## config.mk

```make
export PLATFORM = sky130hd
export DESIGN_NAME = div_hilo_sequencer
export DESIGN_NICKNAME = d
export VERILOG_FILES = /design/src/rtl/div_hilo_sequencer.sv
export SDC_FILE = /design/constraint.sdc
export NUM_CORES = 1
export LEC_CHECK = 0
export CAP_MARGIN = 20
export CORE_ASPECT_RATIO = 0.5
export CORE_UTILIZATION = 40
export CTS_BUF_LIST = sky130_fd_sc_hd__clkbuf_4 sky130_fd_sc_hd__clkbuf_8
export DETAILED_ROUTE_END_ITERATION = 16
export MAX_ROUTING_LAYER = met4
export PLACE_DENSITY_LB_ADDON = 0.1
export SKIP_LAST_GASP = 1
export SYNTH_ARGS = -nofsm -noshare
export SYNTH_HDL_FRONTEND = slang
export SYNTH_SLANG_ARGS = --single-unit
```

## constraint.sdc

```tcl
create_clock -name clock -period 4.3 [get_ports clock]
set_input_delay 0.86 -clock clock [delete_from_list [all_inputs] [get_ports clock]]
set_output_delay 0.86 -clock clock [all_outputs]
set_load 0.05 [all_outputs]
```

## src/rtl/div_hilo_sequencer.sv

```systemverilog
// div_hilo_sequencer: multi-cycle signed divider and owner of the HI/LO registers.
// A restoring divider runs on operand magnitudes and produces one quotient bit per cycle.
// A single FIX cycle restores the signs or substitutes the divide-by-zero result.
// HI/LO are written only on the FIX->DONE edge.
// Stall_Req holds a dependent mfhi or a second div in ID until HI/LO are valid.
module div_hilo_sequencer #(
    parameter int WIDTH = 32
) (
    input  logic             clock,
    input  logic             reset,
    input  logic             Start,
    input  logic [WIDTH-1:0] Dividend,
    input  logic [WIDTH-1:0] Divisor,
    input  logic             ID_Mfhi,
    input  logic             ID_Div,
    output logic             Stall_Req,
    output logic             Busy,
    output logic             Done,
    output logic             DivZero,
    output logic [WIDTH-1:0] HI,
    output logic [WIDTH-1:0] LO
);

    localparam int CW = $clog2(WIDTH + 1);
    localparam logic [WIDTH-1:0] ONE_W  = {{(WIDTH-1){1'b0}}, 1'b1};
    localparam logic [WIDTH-1:0] ZERO_W = {WIDTH{1'b0}};
    localparam logic [WIDTH:0]   ZERO_R = {(WIDTH+1){1'b0}};
    localparam logic [CW-1:0]    CNT_ONE  = {{(CW-1){1'b0}}, 1'b1};
    localparam logic [CW-1:0]    CNT_ZERO = {CW{1'b0}};

    typedef enum logic [1:0] {
        S_IDLE = 2'd0,
        S_RUN  = 2'd1,
        S_FIX  = 2'd2,
        S_DONE = 2'd3
    } state_t;

    // Two's-complement negation, wrapping at WIDTH bits.
    function automatic logic [WIDTH-1:0] neg_w(input logic [WIDTH-1:0] v);
        neg_w = (~v) + ONE_W;
    endfunction

    // Unsigned magnitude of a signed operand; the most negative value maps to itself.
    function automatic logic [WIDTH-1:0] mag_w(input logic [WIDTH-1:0] v);
        mag_w = v[WIDTH-1] ? neg_w(v) : v;
    endfunction

    state_t           state_q;
    logic [CW-1:0]    count_q;
    logic [WIDTH:0]   rem_q;
    logic [WIDTH-1:0] quo_q;
    logic [WIDTH-1:0] dsr_q;
    logic [WIDTH-1:0] dvd_raw_q;
    logic             qsign_q;
    logic             rsign_q;
    logic             zflag_q;
    logic             busy_q;
    logic             done_q;
    logic             divzero_q;
    logic [WIDTH-1:0] hi_q;
    logic [WIDTH-1:0] lo_q;

    logic [WIDTH:0]   trial_s;
    logic [WIDTH:0]   diff_s;
    logic [WIDTH:0]   rem_d;
    logic [WIDTH-1:0] quo_d;

    // One restoring iteration: shift in the next dividend bit, then subtract if it fits.
    always_comb begin
        trial_s = {rem_q[WIDTH-1:0], quo_q[WIDTH-1]};
        diff_s  = trial_s - {1'b0, dsr_q};
        rem_d   = trial_s;
        quo_d   = {quo_q[WIDTH-2:0], 1'b0};
        if (trial_s >= {1'b0, dsr_q}) begin
            rem_d = diff_s;
            quo_d = {quo_q[WIDTH-2:0], 1'b1};
        end else begin
            rem_d = trial_s;
            quo_d = {quo_q[WIDTH-2:0], 1'b0};
        end
    end

    // Sequencer FSM, datapath registers and registered status outputs.
    always_ff @(posedge clock) begin
        if (reset) begin
            state_q   <= S_IDLE;
            count_q   <= CNT_ZERO;
            rem_q     <= ZERO_R;
            quo_q     <= ZERO_W;
            dsr_q     <= ZERO_W;
            dvd_raw_q <= ZERO_W;
            qsign_q   <= 1'b0;
            rsign_q   <= 1'b0;
            zflag_q   <= 1'b0;
            busy_q    <= 1'b0;
            done_q    <= 1'b0;
            divzero_q <= 1'b0;
            hi_q      <= ZERO_W;
            lo_q      <= ZERO_W;
        end else begin
            case (state_q)
                S_IDLE: begin
                    done_q    <= 1'b0;
                    divzero_q <= 1'b0;
                    if (Start) begin
                        quo_q     <= mag_w(Dividend);
                        dsr_q     <= mag_w(Divisor);
                        dvd_raw_q <= Dividend;
                        qsign_q   <= Dividend[WIDTH-1] ^ Divisor[WIDTH-1];
                        rsign_q   <= Dividend[WIDTH-1];
                        rem_q     <= ZERO_R;
                        count_q   <= CW'(WIDTH);
                        busy_q    <= 1'b1;
                        if (Divisor == ZERO_W) begin
                            zflag_q <= 1'b1;
                            state_q <= S_FIX;
                        end else begin
                            zflag_q <= 1'b0;
                            state_q <= S_RUN;
                        end
                    end else begin
                        state_q <= S_IDLE;
                    end
                end
                S_RUN: begin
                    rem_q   <= rem_d;
                    quo_q   <= quo_d;
                    count_q <= count_q - CNT_ONE;
                    if (count_q == CNT_ONE) begin
                        state_q <= S_FIX;
                    end else begin
                        state_q <= S_RUN;
                    end
                end
                S_FIX: begin
                    if (zflag_q) begin
                        lo_q <= {WIDTH{1'b1}};
                        hi_q <= dvd_raw_q;
                    end else begin
                        lo_q <= qsign_q ? neg_w(quo_q) : quo_q;
                        hi_q <= rsign_q ? neg_w(rem_q[WIDTH-1:0]) : rem_q[WIDTH-1:0];
                    end
                    done_q    <= 1'b1;
                    divzero_q <= zflag_q;
                    state_q   <= S_DONE;
                end
                S_DONE: begin
                    done_q    <= 1'b0;
                    divzero_q <= 1'b0;
                    busy_q    <= 1'b0;
                    state_q   <= S_IDLE;
                end
                default: begin
                    done_q    <= 1'b0;
                    divzero_q <= 1'b0;
                    busy_q    <= 1'b0;
                    state_q   <= S_IDLE;
                end
            endcase
        end
    end

    // The hazard unit needs the stall in the same cycle div issues, so this term stays combinational.
    assign Stall_Req = (ID_Mfhi | ID_Div) &
                       ((Start & (state_q == S_IDLE)) | (state_q == S_RUN) | (state_q == S_FIX));

    assign Busy    = busy_q;
    assign Done    = done_q;
    assign DivZero = divzero_q;
    assign HI      = hi_q;
    assign LO      = lo_q;

endmodule

```

==> results.py <==
metrics = {
    "placement": {
        "place_ws_ns": 0.352,
        "gp_routability_congestion": 0.910,
        "placement.io_buffers": 136,
        "place.detailed.hpwl_um": 26900,
        "dpl.cell_count": 2045,
    },
    "critical_path": {
        "criticalPathCategory": "flop to flop",
        "critPathRequiredTime_ns": 4.83,
        "arrival_worst_endpoint_ns": 4.03,
        "timing.critical_path.from_type": "flop",
        "endpoint_kind": "flop",
        "worst-path-max-fanout": 3,
    },
    "yosys": {
        "synth-edff-count": 0,
        "yosys_warnings": 0,
        "dominantRegCellSynth": "sky130_fd_sc_hd__dfxtp_1",
        "synthDistinctLibCells": 71,
        "async_reset_ff_frac": 0,
        "postSynthCellCount": 1599,
        "synth-seq-cells": 205,
        "seq_area_frac_synth": 0.336,
        "postSynthNetCount": 1712,
        "syn_area_per_cell_um2": 7.65,
        "mappedNetlistArea_um2": 12200,
    },
    "die": {
        "number_of_i_o_pins": 137,
        "die-width_um": 249,
        "dieHeight_um": 126,
        "initial_core_util": 0.414,
        "core_area_um2": 29500,
        "design.die.area_um2": 31300,
        "rows": 44,
    },
    "sta": {
        "max_slew_violation_count": 0,
        "final.min_clock_period_ns": 3.51,
        "fin_worst_skew_ns": 0.0170,
        "grt_setup_unrepaired": "false",
        "maximum_clock_frequency_mhz": 285,
        "finalHoldViolCount": 0,
        "worst_slew_pin_slew_ns": 1.00,
        "finalSetupViolations": 0,
        "setup_total_negative_slack_ns": 0,
        "relSlewSlack": 0.332,
        "worst_slack_ns": 0.795,
        "finalCritPeriodShare": 0.815,
    },
    "pwr": {
        "finalPower_mw": 4.45,
        "power_density_nw_per_um2": 309,
        "leakage_nw": 5.38,
        "largest_vdd_supply_drop_mv": 0.208,
    },
    "finish": {
        "post-route-util": 0.488,
        "final_cell_mix": "238 x sky130_fd_sc_hd__nand2_1, 204 x sky130_fd_sc_hd__dfxtp_1, 165 x sky130_fd_sc_hd__nor2_1",
        "fin_nets": 1802,
        "layout_commonest_cell": "sky130_fd_sc_hd__nand2_1",
        "post_route_cells_drive_above_1_share": 0.0535,
        "synthToLayoutAreaGrowth_pct": 17.8,
        "insertedDiodeCount": 0,
        "stdcell_count": 2091,
    },
    "routing": {
        "drtPass1Iterations": 4,
        "routedWlPerCell_um": 17.3,
        "detail_route.vias_per_cell": 5.42,
        "postRouteWirelength_um": 36200,
        "post-route-drc-count": 0,
        "route.antenna.remaining_nets": 0,
        "via_count": 11300,
        "drt_iter0_drc": 830,
    },
    "clocking": {
        "cts-root-buf": "sky130_fd_sc_hd__clkbuf_8",
        "cts_max_level": 1,
        "postCtsHoldBufs": 0,
        "cts.clk_slew.worst_paths_ns": 0.06,
        "clock-sinks": 205,
        "post_cts.resized_instances": 0,
        "cts_buf_count": 31,
        "cts_buffer_depth": 3,
        "cts_setup_buffers": 0,
        "clock_insertion_delay_worst_skew_ns": 0.62,
        "tritoncts_clock_tree": "yes",
    },
    "min_path": {
        "min-delay-path-class": "flop to flop",
    },
    "status": {
        "run_status": "finished clean",
    },
    "grt": {
        "largest_net_degree_at_the_start_of_global_routing": 87,
        "grt_pass1_wl_um": 57500,
        "globalRoute.totalOverflow": 0,
        "antenna_found_initial": 0,
        "first_global_vias": 10500,
        "global_route.usage.total": 0.233,
    },
    "job": {
        "drv_cap": 0,
    },
}
through the flow:
step | hold slack (ns) | cell area, um2
detailed placement | 0.450 | 13800
finish | 0.460 | 14400
floorplan | 0.432 | 12200
CTS | 0.460 | 14400
global route | 0.476 | 14400
global placement | 0.445 | 13800
registers in the layout, indices dropped and copies added (netlist names):
| signal | flops |
|---|---|
| rem_q | 32 |
| DivZero | 1 |
| state_q | 2 |
| LO | 32 |
| HI | 32 |
| qsign_q | 1 |
| count_q | 6 |
| quo_q | 32 |
| zflag_q | 1 |
| dvd_raw_q | 32 |
| dsr_q | 32 |
| Done | 1 |
| Busy | 1 |
power breakdown:
| group | internal, mW | switching, mW |
|---|---|---|
| registers | 1.98 | 0.0805 |
| logic | 0.342 | 0.499 |
| clock network | 0.770 | 0.783 |
| total | 3.09 | 1.36 |
worst max-delay path: stages (launching register included):
cell and delay, ns:
sky130_fd_sc_hd__dfxtp_1 0.37, sky130_fd_sc_hd__inv_1 0.17, sky130_fd_sc_hd__ha_1 0.19, sky130_fd_sc_hd__inv_1 0.05, sky130_fd_sc_hd__fa_1 0.42, sky130_fd_sc_hd__a211oi_1 0.37
sky130_fd_sc_hd__o21ai_0 0.15, sky130_fd_sc_hd__o21ai_0 0.17, sky130_fd_sc_hd__o221a_2 0.31, sky130_fd_sc_hd__o21ai_0 0.22, sky130_fd_sc_hd__a211oi_1 0.40, sky130_fd_sc_hd__o21ai_0 0.14
sky130_fd_sc_hd__mux2_2 0.29, sky130_fd_sc_hd__o211ai_1 0.16
cells in the mapped netlist, types with 3 or more instances:
library cell | instances | area [um2]
sky130_fd_sc_hd__a31oi_1 | 11 | 68.8
sky130_fd_sc_hd__or3_1 | 19 | 119
sky130_fd_sc_hd__o31ai_1 | 30 | 225
sky130_fd_sc_hd__a22oi_1 | 4 | 30.0
sky130_fd_sc_hd__nor3_1 | 26 | 130
sky130_fd_sc_hd__a21oi_1 | 118 | 591
sky130_fd_sc_hd__o211ai_1 | 11 | 82.6
sky130_fd_sc_hd__and2_1 | 4 | 25.0
sky130_fd_sc_hd__inv_1 | 57 | 214
sky130_fd_sc_hd__a21boi_0 | 3 | 22.5
sky130_fd_sc_hd__nand2_1 | 238 | 893
sky130_fd_sc_hd__a211oi_1 | 43 | 323
sky130_fd_sc_hd__o41ai_1 | 16 | 140
sky130_fd_sc_hd__o22ai_1 | 35 | 219
sky130_fd_sc_hd__xor2_1 | 82 | 718
sky130_fd_sc_hd__or4_4 | 3 | 33.8
sky130_fd_sc_hd__a32oi_1 | 6 | 52.6
sky130_fd_sc_hd__mux2i_1 | 37 | 370
sky130_fd_sc_hd__a21o_1 | 6 | 45.0
sky130_fd_sc_hd__clkbuf_1 | 81 | 304
sky130_fd_sc_hd__o21a_1 | 4 | 30.0
sky130_fd_sc_hd__nand3_1 | 10 | 50.1
sky130_fd_sc_hd__buf_2 | 4 | 20.0
sky130_fd_sc_hd__nor2b_1 | 12 | 75.1
sky130_fd_sc_hd__nor4b_1 | 3 | 26.3
sky130_fd_sc_hd__xnor2_1 | 63 | 552
sky130_fd_sc_hd__buf_1 | 9 | 33.8
sky130_fd_sc_hd__or2_2 | 4 | 25.0
sky130_fd_sc_hd__o21ai_0 | 142 | 711
sky130_fd_sc_hd__dfxtp_1 | 205 | 4100
sky130_fd_sc_hd__or4_1 | 15 | 113
sky130_fd_sc_hd__nor4_1 | 6 | 37.5
sky130_fd_sc_hd__nor2_1 | 165 | 619
sky130_fd_sc_hd__mux2_2 | 3 | 33.8
sky130_fd_sc_hd__ha_1 | 43 | 538
sky130_fd_sc_hd__and3_1 | 5 | 31.3
sky130_fd_sc_hd__nand2b_1 | 24 | 150
sky130_fd_sc_hd__nand4_1 | 10 | 62.6
sky130_fd_sc_hd__a2111oi_0 | 3 | 26.3
final timing paths:
| check | from | endpoint | slack [ns] | depth (start not counted) |
|---|---|---|---|---|
| worst max-delay path | quo_q[31] | rem_q[28] | 0.79 | 13 |
| worst min-delay path | dvd_raw_q[1] | dvd_raw_q[1] | 0.46 | 2 |
| worst max register to register | quo_q[31] | rem_q[28] | 0.79 | 13 |
| worst min register to register | dvd_raw_q[1] | dvd_raw_q[1] | 0.46 | 2 |
per-layer routing:
layer	wire length [um]	share of wire	up-vias	global-route usage
met5	0	0	-	-
met4	527	0.015	0	0.0439
met3	1540	0.043	45	0.0320
met2	15800	0.44	239	0.357
met1	18300	0.51	5271	0.329
li1	-	-	5787	-
logic make-up after synthesis:
logic type	synth area share
AO/OA/AOI/OAI	0.229
XOR/XNOR	0.104
adder cells (fa/ha/maj)	0.0456
buffers and inverters	0.0490
flip-flops	0.336
multiplexers	0.0330
AND/OR/NAND/NOR	0.204
cell type report:
class / count / area, um2
repair buffers: 154 / 1520
clock inverters: 3 / 21.3
well taps: 391 / 489
clock buffers: 41 / 520
inverters: 58 / 218
multi-input cells: 1239 / 7540
fillers: 2953 / 15100
flip-flops and latches: 205 / 4110
Note: power is estimated with default switching activity, not from simulation.
